<file path="src/rtl/jk_bank_driver.sv">
// jk_bank_driver
// Command-driven controller for a bank of external JK flip-flops. A command
// (LOAD/SET/CLEAR/TOGGLE) is turned into one cycle of J/K excitation, then the
// flop feedback is compared with the expected word, ending in a done or err pulse.
//
// Optional feature: define JK_DRV_RETRY_EN to re-drive the bank (as a LOAD of
// the expected word from the observed feedback) up to MAX_RETRY times before
// reporting err. Without the macro any mismatch reports err at once and no
// retry counter exists.

module jk_bank_driver #(
  parameter int WIDTH     = 4,
  parameter int MAX_RETRY = 2
) (
  input  logic             clk,
  input  logic             rst_n,
  input  logic             cmd_valid,
  output logic             cmd_ready,
  input  logic [1:0]       cmd_op,
  input  logic [WIDTH-1:0] cmd_data,
  input  logic [WIDTH-1:0] q_fb,
  output logic [WIDTH-1:0] j,
  output logic [WIDTH-1:0] k,
  output logic [WIDTH-1:0] q_exp,
  output logic             done,
  output logic             err
);

  localparam logic [1:0] OpLoad   = 2'b00;
  localparam logic [1:0] OpSet    = 2'b01;
  localparam logic [1:0] OpClear  = 2'b10;
  localparam logic [1:0] OpToggle = 2'b11;

  typedef enum logic [1:0] {
    IDLE  = 2'b00,
    DRIVE = 2'b01,
    CHECK = 2'b10
  } stateT;

  stateT            state;
  stateT            stateNext;
  logic [WIDTH-1:0] jNext;
  logic [WIDTH-1:0] kNext;
  logic [WIDTH-1:0] qExpNext;
  logic             doneNext;
  logic             errNext;

`ifdef JK_DRV_RETRY_EN
  localparam int RetryW = (MAX_RETRY < 1) ? 1 : $clog2(MAX_RETRY + 1);
  localparam logic [RetryW-1:0] RetryMax = RetryW'(MAX_RETRY);

  logic [RetryW-1:0] retryCnt;
  logic [RetryW-1:0] retryCntNext;
`endif

  // The requester may only hand over a command while the bank is idle and out of reset.
  assign cmd_ready = (state == IDLE) && rst_n;

  // State register plus the registered J/K, expected word and result pulses.
  always_ff @(posedge clk or negedge rst_n) begin
    if (!rst_n) begin
      state <= IDLE;
      j     <= '0;
      k     <= '0;
      q_exp <= '0;
      done  <= 1'b0;
      err   <= 1'b0;
    end else begin
      state <= stateNext;
      j     <= jNext;
      k     <= kNext;
      q_exp <= qExpNext;
      done  <= doneNext;
      err   <= errNext;
    end
  end

`ifdef JK_DRV_RETRY_EN
  // Counts re-drives of the current command; cleared on each accept.
  always_ff @(posedge clk or negedge rst_n) begin
    if (!rst_n) begin
      retryCnt <= '0;
    end else begin
      retryCnt <= retryCntNext;
    end
  end
`endif

  // Next-state logic and JK excitation; J/K are only ever high for the DRIVE cycle.
  always_comb begin
    stateNext = state;
    jNext     = '0;
    kNext     = '0;
    qExpNext  = q_exp;
    doneNext  = 1'b0;
    errNext   = 1'b0;
`ifdef JK_DRV_RETRY_EN
    retryCntNext = retryCnt;
`endif

    case (state)
      IDLE: begin
        if (cmd_valid) begin
          case (cmd_op)
            OpLoad: begin
              jNext    = cmd_data & ~q_fb;
              kNext    = ~cmd_data & q_fb;
              qExpNext = cmd_data;
            end
            OpSet: begin
              jNext    = cmd_data & ~q_fb;
              qExpNext = q_fb | cmd_data;
            end
            OpClear: begin
              kNext    = cmd_data & q_fb;
              qExpNext = q_fb & ~cmd_data;
            end
            default: begin
              jNext    = cmd_data;
              kNext    = cmd_data;
              qExpNext = q_fb ^ cmd_data;
            end
          endcase
          stateNext = DRIVE;
`ifdef JK_DRV_RETRY_EN
          retryCntNext = '0;
`endif
        end
      end

      DRIVE: begin
        stateNext = CHECK;
      end

      CHECK: begin
        if (q_fb == q_exp) begin
          doneNext  = 1'b1;
          stateNext = IDLE;
        end else begin
`ifdef JK_DRV_RETRY_EN
          if (retryCnt < RetryMax) begin
            retryCntNext = retryCnt + RetryW'(1);
            jNext        = q_exp & ~q_fb;
            kNext        = ~q_exp & q_fb;
            stateNext    = DRIVE;
          end else begin
            errNext   = 1'b1;
            stateNext = IDLE;
          end
`else
          errNext   = 1'b1;
          stateNext = IDLE;
`endif
        end
      end

      default: begin
        stateNext = IDLE;
      end
    endcase
  end

endmodule

</file>
<file path="config.mk">
export PLATFORM = sky130hd
export DESIGN_NAME = jk_bank_driver
export DESIGN_NICKNAME = d
export VERILOG_FILES = /design/src/rtl/jk_bank_driver.sv
export SDC_FILE = /design/constraint.sdc
export NUM_CORES = 1
export LEC_CHECK = 0
export BUFFER_PORTS_ARGS = -buffer_cell sky130_fd_sc_hd__clkbuf_2
export CAP_MARGIN = 15
export CORE_AREA = 2 2 64 66
export DETAILED_ROUTE_END_ITERATION = 8
export DIE_AREA = 0 0 66 68
export HOLD_SLACK_MARGIN = 0.03
export PLACE_DENSITY_LB_ADDON = 0.05
export SLEW_MARGIN = 20
export SYNTH_ARGS = -nofsm -noshare
export SYNTH_HDL_FRONTEND = slang
export SYNTH_SLANG_ARGS = --single-unit
</file>
<file path="constraint.sdc">
create_clock -name clk -period 1.2 [get_ports clk]
set_input_delay 0.06 -clock clk [delete_from_list [all_inputs] [get_ports clk]]
set_output_delay 0.06 -clock clk [all_outputs]
set_load 0.02 [all_outputs]
</file>
==> impl_summary.md, run 1 <==
STA
Setup repair after global routing could not meet its margin everywhere. Of the available clock period, the critical path in the final layout requires 0.956. The upper clock frequency limit is between 800 and 900 MHz. The count of final hold-check violations was 0.

For the pin with the worst max-slew slack, the measured transition is roughly 400 ps. The final worst slack is between 50 and 60 ps. Hold timing on the final database bottoms out at a slack of 120 ps. Setup violations remaining at the end of the flow were counted as 0. The total count of max-transition violations in the final report is 0. In this run the tightest slew margin relative to its limit is 0.733.

The clock arrives with 1.91 ps of skew. The minimum clock period is 1150 ps.

Global route
The number of global-route vias before repair is 846. For this run, the total global-route usage over all layers was measured as 0.124. Summed over all layers, the global routing overflow is 0. Entering global routing, the biggest net connects 19 pins.

The number of antenna violations at the first check in global routing is 0. The first-pass GRT wire length is 4.07 mm.

Power and ir drop
The maximum ir drop on the vdd rail is 0.000554 V. For this design the static power due to leakage is between 0.0007 and 0.0008 uW. In this run the power density over the cells is 1140 nW/um^2.

Final layout
The share of final-layout standard cells stronger than drive strength 1 is 0.379. The repair_antennas step left the layout with diodes totalling 0. The finished layout holds 190 standard cells, fillers aside. The area growth from synthesis to final layout is 28.2%. The final layout net count is 171.

Placement
The number of placed instances, taps included, is 185. Buffers placed on the I/O ports in this run total 27. At the end of routability-driven placement, the weighted congestion stood at 0.710. The setup slack at placement is 69.6 ps. Summed over all nets, the half-perimeter wirelength after detailed placement is between 1.5 and 2 mm.

Floorplan
The floorplan step set the die height to 68 um. The placeable core region is 3860 um^2. The starting density of the core is 0.283. The number of placement rows is 23. During I/O placement, the number of pins put on the boundary was 28. The die span in x is 66 um. The die covers 4490 um^2.

Detailed routing
For this block, the via count after detailed routing is 818. Dividing the detail-routed wire length by the instance count gives 12.4 um. For this block, the routed nets add up to 2.36 mm of wire. The first detailed-routing pass took 4 iterations.

For this run, design rule violations remaining after detail routing come to 0. The detailed router's first-iteration violation count is 20. The final antenna-violating net count is 0. The average via count per standard cell is between 4 and 5.

Yosys
The mean area per synthesized cell is approximately 10 um^2. The fraction of the yosys area taken by sequential cells is 0.367. The number of warning messages in the yosys log is 0. The number of synthesized flops with an enable pin is 0. Yosys attributes the largest share of cell area to sky130_fd_sc_hd__dfrtp_1 37%, sky130_fd_sc_hd__ha_1 18%, sky130_fd_sc_hd__a221oi_2 5.5%.

The post-synthesis cell type with the largest combined area is sky130_fd_sc_hd__dfrtp_1. The mapped netlist covers about 1100 um^2. The cell count after synthesis came out at 104. After synthesis, the most frequently instantiated cells are 16 x sky130_fd_sc_hd__dfrtp_1, 16 x sky130_fd_sc_hd__ha_1, 9 x sky130_fd_sc_hd__nor2_1.

Of all flip-flops after synthesis, the portion carrying an async set or reset was 1.00. The share of synthesized area in the top cell type comes to 0.367. For this run, the leading register cell type out of synthesis is sky130_fd_sc_hd__dfrtp_1. Counting distinct cell types in the post-synthesis netlist gives 27. The net count after synthesis is 133.

In this run, synthesis produced a sequential element count of 16.

Setup path
The data arrival time of the critical path is around 1100 ps. The critical path is of the register to primary output type. The startpoint identified for the worst register-to-register timing path is state[0]. In this run the worst path has a maximum fanout of 4. STA puts the critical path data required time at 1140 ps. The element type at the critical path end is a primary output.

STA classifies the critical path startpoint as a register. The critical path launch point is state[0].

Worst hold path
The origin of the worst min-delay path is cmd_data[2]. The worst hold path belongs to the class primary input to register.

Clocking
Clock-pin slew was measured on the worst setup and hold paths at about 70 ps. Clock tree synthesis selected as its root buffer the cell sky130_fd_sc_hd__clkbuf_8. The number of clock buffers inserted by TritonCTS is 3. The CTS tree is yes. The clock passes through at most 2 buffers. For the worst-skew pair, the clock arrives at the later sink with an insertion delay of 240 ps. The clock sink count is 16. In this run the number of H-tree levels came out at 1.

Status
The run finished with clean final reports.

Flow run
Across the run, the number of max-cap violations was 0.
[registers in the layout, indices dropped and copies added, names as in the netlist]
name   count
done       1
err        1
j          4
q_exp      4
state      2
k          4
[critical path, cell delays in order (launching register included)]
cell and delay, ps:
sky130_fd_sc_hd__dfrtp_2 450, sky130_fd_sc_hd__nor2_4 140, sky130_fd_sc_hd__and2_4 160, sky130_fd_sc_hd__buf_8 100
[repair_timing]
action | CTS | global route
hold endpoints to repair | 16 | 0
buffers inserted | 1 | 0
setup endpoints to repair | 1 | 5
hold buffers | 1 | 0
pin swaps | 2 | 2
resized for setup | 2 | 5
[metal layers]
layer  track usage  wire length [um]  vias to the layer above
met5             0                 0                        -
met4        0.0536                31                        0
met2         0.198              1090                       17
met3        0.0148                88                        2
met1         0.169              1150                      373
li1              -                 -                      426
[logic make-up after synthesis]
logic type / synth area share
simple gates: 0.165
compound gates: 0.126
fa+ha+maj: 0.183
flops: 0.367
buf+inv: 0.0516
mux: 0.0745
xor+xnor: 0.0321
[power by group]
group / internal (uW) / total (uW) / switching, uW
Clock: 222 / 410 / 188
Combinational: 231 / 524 / 293
Sequential: 606 / 661 / 54.9
[final cells by class]
type	instances	area, um^2
clock buffer	3	41.3
tap	50	62.6
multi-input combinational	76	642
fill	413	2460
inverter	9	35.0
sequential	16	403
timing repair buffer	36	215
[metrics by stage]
stage,utilization,total power (uW),TNS [ps],area (um^2)
after global placement,0.342,1170,0,1320
after detailed placement,0.342,1170,0,1320
after global routing,0.363,1710,-0.259,1400
after CTS,0.360,1600,-1.69,1390
final,0.363,1590,0,1400
after floorplan,-,983,0,1090
[placed cells by master (no fill, tap or decap), drive strengths merged]
cell type | synthesis | final
and2 | 1 | 1
nor2b | 2 | 2
a22oi | 3 | 3
nand2 | 5 | 5
xnor2 | 4 | 4
dfrtp | 16 | 16
nand4 | 1 | 1
nor2 | 10 | 10
nor4b | 1 | 1
mux2i | 4 | 4
mux2 | 3 | 3
dlygate4sd3 | 0 | 1
ha | 16 | 16
and2b | 1 | 1
a221oi | 4 | 4
a21oi | 6 | 6
clkinv | 1 | 1
inv | 8 | 8
nand3 | 4 | 4
o21ai | 5 | 5
and3 | 1 | 1
clkbuf | 0 | 29
buf | 3 | 9
nand2b | 5 | 5
[final timing paths]
check	slack (ps)	to	cells past startpoint
worst max-delay path	50	cmd_ready	3
worst min-delay path	120	j[2]	3
worst max register to register	70	q_exp[3]	3
worst min register to register	600	state[1]	1
max in group asynchronous	670	state[1]	3
min in group asynchronous	320	q_exp[1]	3
No activity file was read; power rests on OpenSTA's default activity.
==> run 2, diff against run 1 <==
Clock period 1.2 ns to 1.45 ns, I/O delays scaled along.
==> run 2 against run 1 <==
Critical path depth unchanged. Clock-buffer cell count is 1 higher. Sequential power decreased by 17%. Highest routed layer unchanged. Total power decreased by 16%. Flip-flop and latch count unchanged. Clock skew rose by 0.51 ps. Register-to-register slack improved by 210 ps. Clock power fell by 5.4%. Final area fell by 3.1%. Critical endpoint unchanged. Largest power group unchanged.
==> impl_summary.md, run 2 (synthesis gave the netlist of run 1 again) <==
Final layout
Compared with the post-synthesis result, the final layout area differs by 24.2%. Leaving out fill and tap cells, the most frequent cells in the layout are 27 x sky130_fd_sc_hd__clkbuf_2, 16 x sky130_fd_sc_hd__ha_1, 16 x sky130_fd_sc_hd__dfrtp_1. The number of antenna cells inserted is 0 (unchanged).

The final layout net count is 166 (-2.9%). Leaving out fill and tap cells, the most frequent cell in the layout is sky130_fd_sc_hd__clkbuf_2. The share of final-layout standard cells stronger than drive strength 1 is 0.338 (-0.0403). The largest registers in the layout are j (4), k (4), q_exp (4).

STA
The final setup violation count was 0 (unchanged). The final worst clock skew came to 2.42 ps (+0.509 ps). The total count of max-transition violations in the final report is 0 (unchanged).

The summed negative setup slack over all endpoints is 0 ps (unchanged). The worst relative slew slack is 0.682 (-0.0512). Dividing the final minimum period by the clock period gives 0.842. Based on the critical path, the design can be clocked at up to approximately 800 MHz. The minimum clock period is 1220 ps. The count of final hold-check violations was 0 (unchanged).

The slew of the pin with the lowest slew margin is 477 ps (+76.8 ps). Setup repair after global routing left no endpoint under its margin.

Power and ir drop
The leakage power is 0.000694 uW (-3.0%). The power density normalized to cell area is 987 nW/um^2 (-13%). The overall power consumption is 1340 uW (-16%). The maximum ir drop on the vdd rail was 0.000312 V (-44%).

Clocking
The number of buffers inserted for hold repair after clock tree synthesis was 1 (unchanged). The buffer count from post-CTS setup fixing came to 0 (-1). The buffer cell driving the clock tree root is sky130_fd_sc_hd__clkbuf_8. The number of clock buffers inserted by TritonCTS is 3 (unchanged). The number of gates resized after CTS is 0 (-2). The clock edge transition at the registers on the reported setup and hold paths is 60 ps (about the same).

The CTS tree is yes. The clock latency reported for the late side of the worst-skew pair came to 240 ps (about the same). The clock sink count is 16 (unchanged). The number of buffers on the longest clock path is 2 (unchanged). The number of H-tree levels is 1 (unchanged).

Floorplan
The number of placement rows is 23 (unchanged). The starting density of the core is 0.283 (unchanged). The die height is 68 um (unchanged). The placeable core region is 3860 um^2 (unchanged). The die span in x is 66 um (unchanged). The number of I/O pins is 28 (unchanged). The area of the die is 4490 um^2 (unchanged).

Detailed routing
The number of search-and-repair iterations in the first detailed-routing pass was 4 (unchanged). The total length of routed wires is 2.24 mm (-4.9%). The via count of the routed design was 829 (+1.3%). The final antenna-violating net count is 0 (unchanged). The number of design rule violations left after detail routing came to 0 (unchanged). The final routed wire length divided by cell count is 12.1 um (-2.8%). The detailed router's first-iteration violation count was 22 (+10%). The average via count per standard cell is 4.46 (+3.5%).

Flow run
The count of max-cap constraint violations is 0 (unchanged).

Setup path
The worst setup path is launched from a register. The element type at the critical path end is a primary output. The largest fanout on the critical path was 4 (unchanged).

The required time of the critical path is 1380 ps (+240 ps). The data arrival time of the critical path is 1150 ps (+60 ps). The critical path is of the register to primary output type.

The worst reg-to-reg path cell count is 2 (-1).

Worst hold path
The path class of the tightest hold or removal check is primary input to register. The number of cells traversed by the worst hold path is 3 (unchanged).

Status
The run finished with clean final reports.

Global route
The aggregate global routing overflow is 0 (unchanged). The number of global-route vias before repair is 771 (-8.9%). The pin count of the biggest net entering global routing is 23 (+4).

The number of antenna violations at the first check in global routing is 0 (unchanged). The total routing resource utilization after global routing came to 0.113 (-0.0109). The first-pass GRT wire length came to 3.66 mm (-10%).

Placement
The last weighted congestion value of the routability-driven placer is 0.711 (+0.13%). The number of input and output port buffers inserted was 27 (unchanged). The half-perimeter wire length of the detailed placement result was 1.77 mm (-2.7%).
==> run 2: layout make-up <==
| cell class | instances | area (um^2) |
|---|---|---|
| tap | 50 | 62.6 |
| sequential | 16 | 400 |
| clock buffer | 4 | 55.1 |
| multi-input combinational | 76 | 634 |
| fill | 408 | 2500 |
| timing repair buffer | 31 | 168 |
| inverter | 9 | 35.0 |
==> run 2: worst max-delay path: stages, from the launching register on <==
cell	delay, ps
sky130_fd_sc_hd__dfrtp_1	430
sky130_fd_sc_hd__nor2_2	180
sky130_fd_sc_hd__and2_1	140
sky130_fd_sc_hd__clkbuf_2	160
==> run 2: where the power goes <==
| group | switching, uW | internal [uW] | total, uW |
|---|---|---|---|
| logic | 234 | 167 | 402 |
| clock network | 148 | 240 | 388 |
| registers | 47.4 | 500 | 547 |
| total | 429 | 908 | 1340 |
==> run 2: path summary, 6_finish.rpt <==
path	start	to	slack [ps]
worst max-delay path	state[0]	cmd_ready	230
worst min-delay path	cmd_data[3]	j[3]	130
worst max register to register	state[0]	q_exp[2]	280
worst min register to register	state[1]	state[1]	550
max in group asynchronous	rst_n	j[3]	940
min in group asynchronous	rst_n	k[1]	330
==> run 2: stage by stage <==
step	utilization	instance area, um^2	hold WS [ps]	instances	setup slack, ps
after floorplan	-	1090	-223	104	395
after global placement	0.335	1290	56.1	181	282
after detailed placement	0.335	1290	55.5	181	254
after CTS	0.351	1360	124	186	217
after global routing	0.351	1360	141	186	128
final	0.351	1360	127	186	230
==> run 2: routing by layer <==
| layer | vias up | global-route usage | part of all wire | wire [um] |
|---|---|---|---|---|
| met3 | 4 | 0.0263 | 0.059 | 132 |
| met1 | 382 | 0.139 | 0.46 | 1040 |
| li1 | 419 | - | - | - |
| met5 | - | 0 | 0 | 0 |
| met4 | 0 | 0.0459 | 0.014 | 32 |
| met2 | 24 | 0.191 | 0.46 | 1040 |
==> run 3, diff against run 2 <==
Settings changed: ABC_AREA set to 1, CORE_AREA 2 2 64 66 to 2 2 65 67, DIE_AREA 0 0 66 68 to 0 0 67 69.
Clock period 1.45 ns to 1.15 ns, I/O delays scaled along.
==> run 3 against run 2 <==
Utilization up 1.5 points. Sequential share of layout area down 1.6 points. Sequential power up 24%. Combinational power up 40%. Final area up 5.8%. Area after synthesis up 3.7%. Clock-buffer cell count down 1. Largest cell class unchanged. Largest power group unchanged.
==> impl_summary.md, run 3 <==
Setup path
The largest fanout on the critical path is 3 (-1). The worst setup slack for register-to-register paths is 70 ps (-210 ps). The worst register-to-register path begins at state[0]. The worst reg-to-reg path cell count came to 4 (+2). The endpoint identified for the worst register-to-register timing path is j[0]. The required time of the critical path is 1090 ps (-290 ps). The element type at the critical path end is a primary output.

The critical path is of the register to primary output type. The data arrival time of the critical path was 1070 ps (-80 ps). STA classifies the critical path startpoint as a register.

Worst hold path
The worst-case hold path end point is state[0]. The worst hold path class is primary input to register. The number of cells traversed by the worst hold path is 3 (unchanged). The worst hold path begins at cmd_valid.

Power and ir drop
The leakage power was 0.000856 uW (+23%). The maximum ir drop on the vdd rail was 0.000286 V (-8.2%). The overall power consumption is 1670 uW (+25%).

The power density normalized to cell area is 1170 nW/um^2 (+18%).

Clocking
The number of clock buffers inserted by TritonCTS was 3 (unchanged). The clock edge transition at the registers on the reported setup and hold paths was 60 ps (about the same). TritonCTS built the clock tree.

The number of buffers on the longest clock path is 2 (unchanged). The number of H-tree levels is 1 (unchanged). The clock sink count is 16 (unchanged).

The clock latency reported for the late side of the worst-skew pair is 250 ps (about the same). The buffer cell driving the clock tree root is sky130_fd_sc_hd__clkbuf_8.

Global route
The total routing resource utilization after global routing is 0.126 (+0.0131). The number of antenna violations at the first check in global routing is 0 (unchanged). The first-pass GRT wire length is 4.46 mm (+22%). The aggregate global routing overflow was 0 (unchanged). The number of global-route vias before repair came to 1009 (+31%). The pin count of the biggest net entering global routing is 17 (-26%).

STA
The total count of max-transition violations in the final report is 0 (unchanged). The final worst clock skew is 3.32 ps (+0.903 ps). The slew of the pin with the lowest slew margin is 321 ps (-156 ps). The worst hold slack across all endpoints is 114 ps (-12.9 ps).

The worst relative slew slack came to 0.786 (+0.104). For this run, the top clock speed supported by timing is 884 MHz. The ratio of final minimum period to clock period is 0.984. The count of final hold-check violations is 0 (unchanged). The final setup violation count is 0 (unchanged). Setup repair after global routing could not meet its margin everywhere.

The routed design could run at a clock period as short as around 1100 ps.

Floorplan
The number of I/O pins is 28 (unchanged). The die height is 69 um (+1.5%). The placeable core region is 3910 um^2 (+1.5%).

The starting density of the core is 0.289 (+0.00607). The number of placement rows is 23 (unchanged). The area of the die was 4620 um^2 (+3.0%). The die span in x is 67 um (+1.5%).

Final layout
The leading cell type in the layout, fill and taps excluded is sky130_fd_sc_hd__nand2_1. The number of antenna cells inserted is 0 (unchanged). The final non-filler cell total is 235 (+26%). The share of final-layout standard cells stronger than drive strength 1 is 0.276 (-0.0626). The top cell types in the final layout, fill and taps aside, are 44 x sky130_fd_sc_hd__nand2_1, 26 x sky130_fd_sc_hd__clkbuf_2, 20 x sky130_fd_sc_hd__inv_1. In the final layout, the registers with the most flip-flops are j (4), k (4), q_exp (4). The final layout net count came to 216 (+30%).

Compared with the post-synthesis result, the final layout area differs by 26.8%.

Yosys
The fraction of the yosys area taken by sequential cells came to 0.354 (-0.0130). The post-synthesis cell type with the largest combined area is sky130_fd_sc_hd__dfrtp_1. The post-synthesis compound-gate area fraction was 0.0686 (-0.0576). The synthesized instance count was 150 (+44%). The net count after synthesis is 179 (+35%).

The proportion of synthesized area in mux cells is 0 (-0.0745). The share of the synthesized netlist area taken by xor and xnor gates is 0 (-0.0321). The fraction of the mapped netlist area in adder cells came to 0.177 (-0.00650). The most instantiated flip-flop cell in the synthesis netlist is sky130_fd_sc_hd__dfrtp_1. The area fraction of the dominant cell type after synthesis is 0.354 (-0.0130).

Counting instances in the post-synthesis netlist gives the leading cell types as 44 x sky130_fd_sc_hd__nand2_1, 20 x sky130_fd_sc_hd__inv_1, 19 x sky130_fd_sc_hd__nor2_1. The post-synthesis register bit count was 16 (unchanged). The cell area after synthesis came to 1130 um^2 (+3.7%).

The fraction of synthesis flops using an asynchronous set or reset pin is 1.00 (unchanged). The mean area per synthesized cell is 7.54 um^2 (-28%). The count of distinct cell types in the synthesized netlist is 18 (-33%). The number of synthesized flops with an enable pin is 0 (unchanged). The most common cell in the synthesized netlist is sky130_fd_sc_hd__nand2_1.

The main combinational cell family by area after synthesis is simple AND/OR/NAND/NOR gates. After synthesis, the cell types taking the most area are sky130_fd_sc_hd__dfrtp_1 35%, sky130_fd_sc_hd__ha_1 18%, sky130_fd_sc_hd__nand2_1 15%. The number of warning messages in the yosys log is 0 (unchanged). The area share of and/or/nand/nor cells after synthesis was 0.298 (+0.132).

Detailed routing
The number of search-and-repair iterations in the first detailed-routing pass was 4 (unchanged). The total length of routed wires is 2.56 mm (+14%). The number of design rule violations left after detail routing was 0 (unchanged). The via count of the routed design was 994 (+20%). The detailed router's first-iteration violation count is 16 (-27%). The final antenna-violating net count was 0 (unchanged). The final routed wire length divided by cell count is 10.9 um (-9.8%). The average via count per standard cell is 4.23 (-5.1%).

Flow run
The count of max-cap constraint violations came to 0 (unchanged).

Placement
The number of input and output port buffers inserted is 27 (unchanged). The cell count after placement was 226 (+25%). The last weighted congestion value of the routability-driven placer is 0.761 (+7.0%).

The half-perimeter wire length of the detailed placement result is 1.90 mm (+7.3%).

Status
The flow ran to the end, and the final reports show no timing, DRC or antenna violations.
==> run 3: metrics by stage <==
step	setup WS [ps]	area, um^2	TNS [ps]	util
floorplan	179	1130	0	-
global placement	49.6	1310	0	0.336
detailed placement	20.5	1310	0	0.336
CTS	0.0507	1380	0	0.353
global route	-30.1	1430	-30.1	0.366
finish	18.2	1430	0	0.366
==> run 3: how the worst max path moves through the flow <==
| stage | start | end | slack, ps | cells past startpoint |
|---|---|---|---|---|
| 2_1_floorplan | state[1] | cmd_ready | 180 | 1 |
| 3_3_place_gp | state[0] | k[2] | 50 | 5 |
| 3_5_place_dp | state[0] | k[2] | 20 | 5 |
| 4_1_cts | state[1] | cmd_ready | 0.05 | 3 |
| 5_1_grt | state[1] | cmd_ready | -30 | 3 |
| 6_report | state[1] | cmd_ready | 20 | 3 |
==> run 3: cell type report <==
| class | instances | area [um^2] |
|---|---|---|
| Clock buffer | 3 | 41.3 |
| Fill cell | 435 | 2480 |
| Inverter | 23 | 86.3 |
| Multi-Input combinational cell | 108 | 627 |
| Sequential cell | 16 | 400 |
| Tap cell | 50 | 62.6 |
| Timing Repair Buffer | 35 | 216 |
==> run 3: cell families after synthesis <==
logic type	Yosys count
adder cells (fa/ha/maj)	16
AO/OA/AOI/OAI	15
AND/OR/NAND/NOR	77
flip-flops	16
buffers and inverters	26
==> run 3: repair_timing <==
item / CTS / global route
pin swaps: 0 / 1
hold endpoints to repair: 16 / 0
hold buffers: 1 / 0
gates resized for setup: 4 / 2
endpoints found under the setup margin: 1 / 4
buffers inserted: 0 / 5
==> run 3: routing by layer <==
| layer | vias to the layer above | global-route usage | wire [um] |
|---|---|---|---|
| li1 | 525 | - | - |
| met1 | 444 | 0.146 | 1150 |
| met2 | 20 | 0.217 | 1260 |
| met3 | 5 | 0.0163 | 80 |
| met4 | 0 | 0.0680 | 66 |
| met5 | - | 0 | 0 |
==> run 3: critical path, cell delays in order, from the launching register on <==
cell                      delay, ps
sky130_fd_sc_hd__dfrtp_1        400
sky130_fd_sc_hd__buf_6          130
sky130_fd_sc_hd__nor3b_2        140
sky130_fd_sc_hd__buf_4          160
==> run 3: where the power goes <==
part / leakage, uW / internal (uW) / switching [uW]
registers: 0.000212 / 632 / 49.1
logic: 0.000623 / 217 / 348
clock network: 0.0000216 / 233 / 195
total: 0.000856 / 1080 / 592
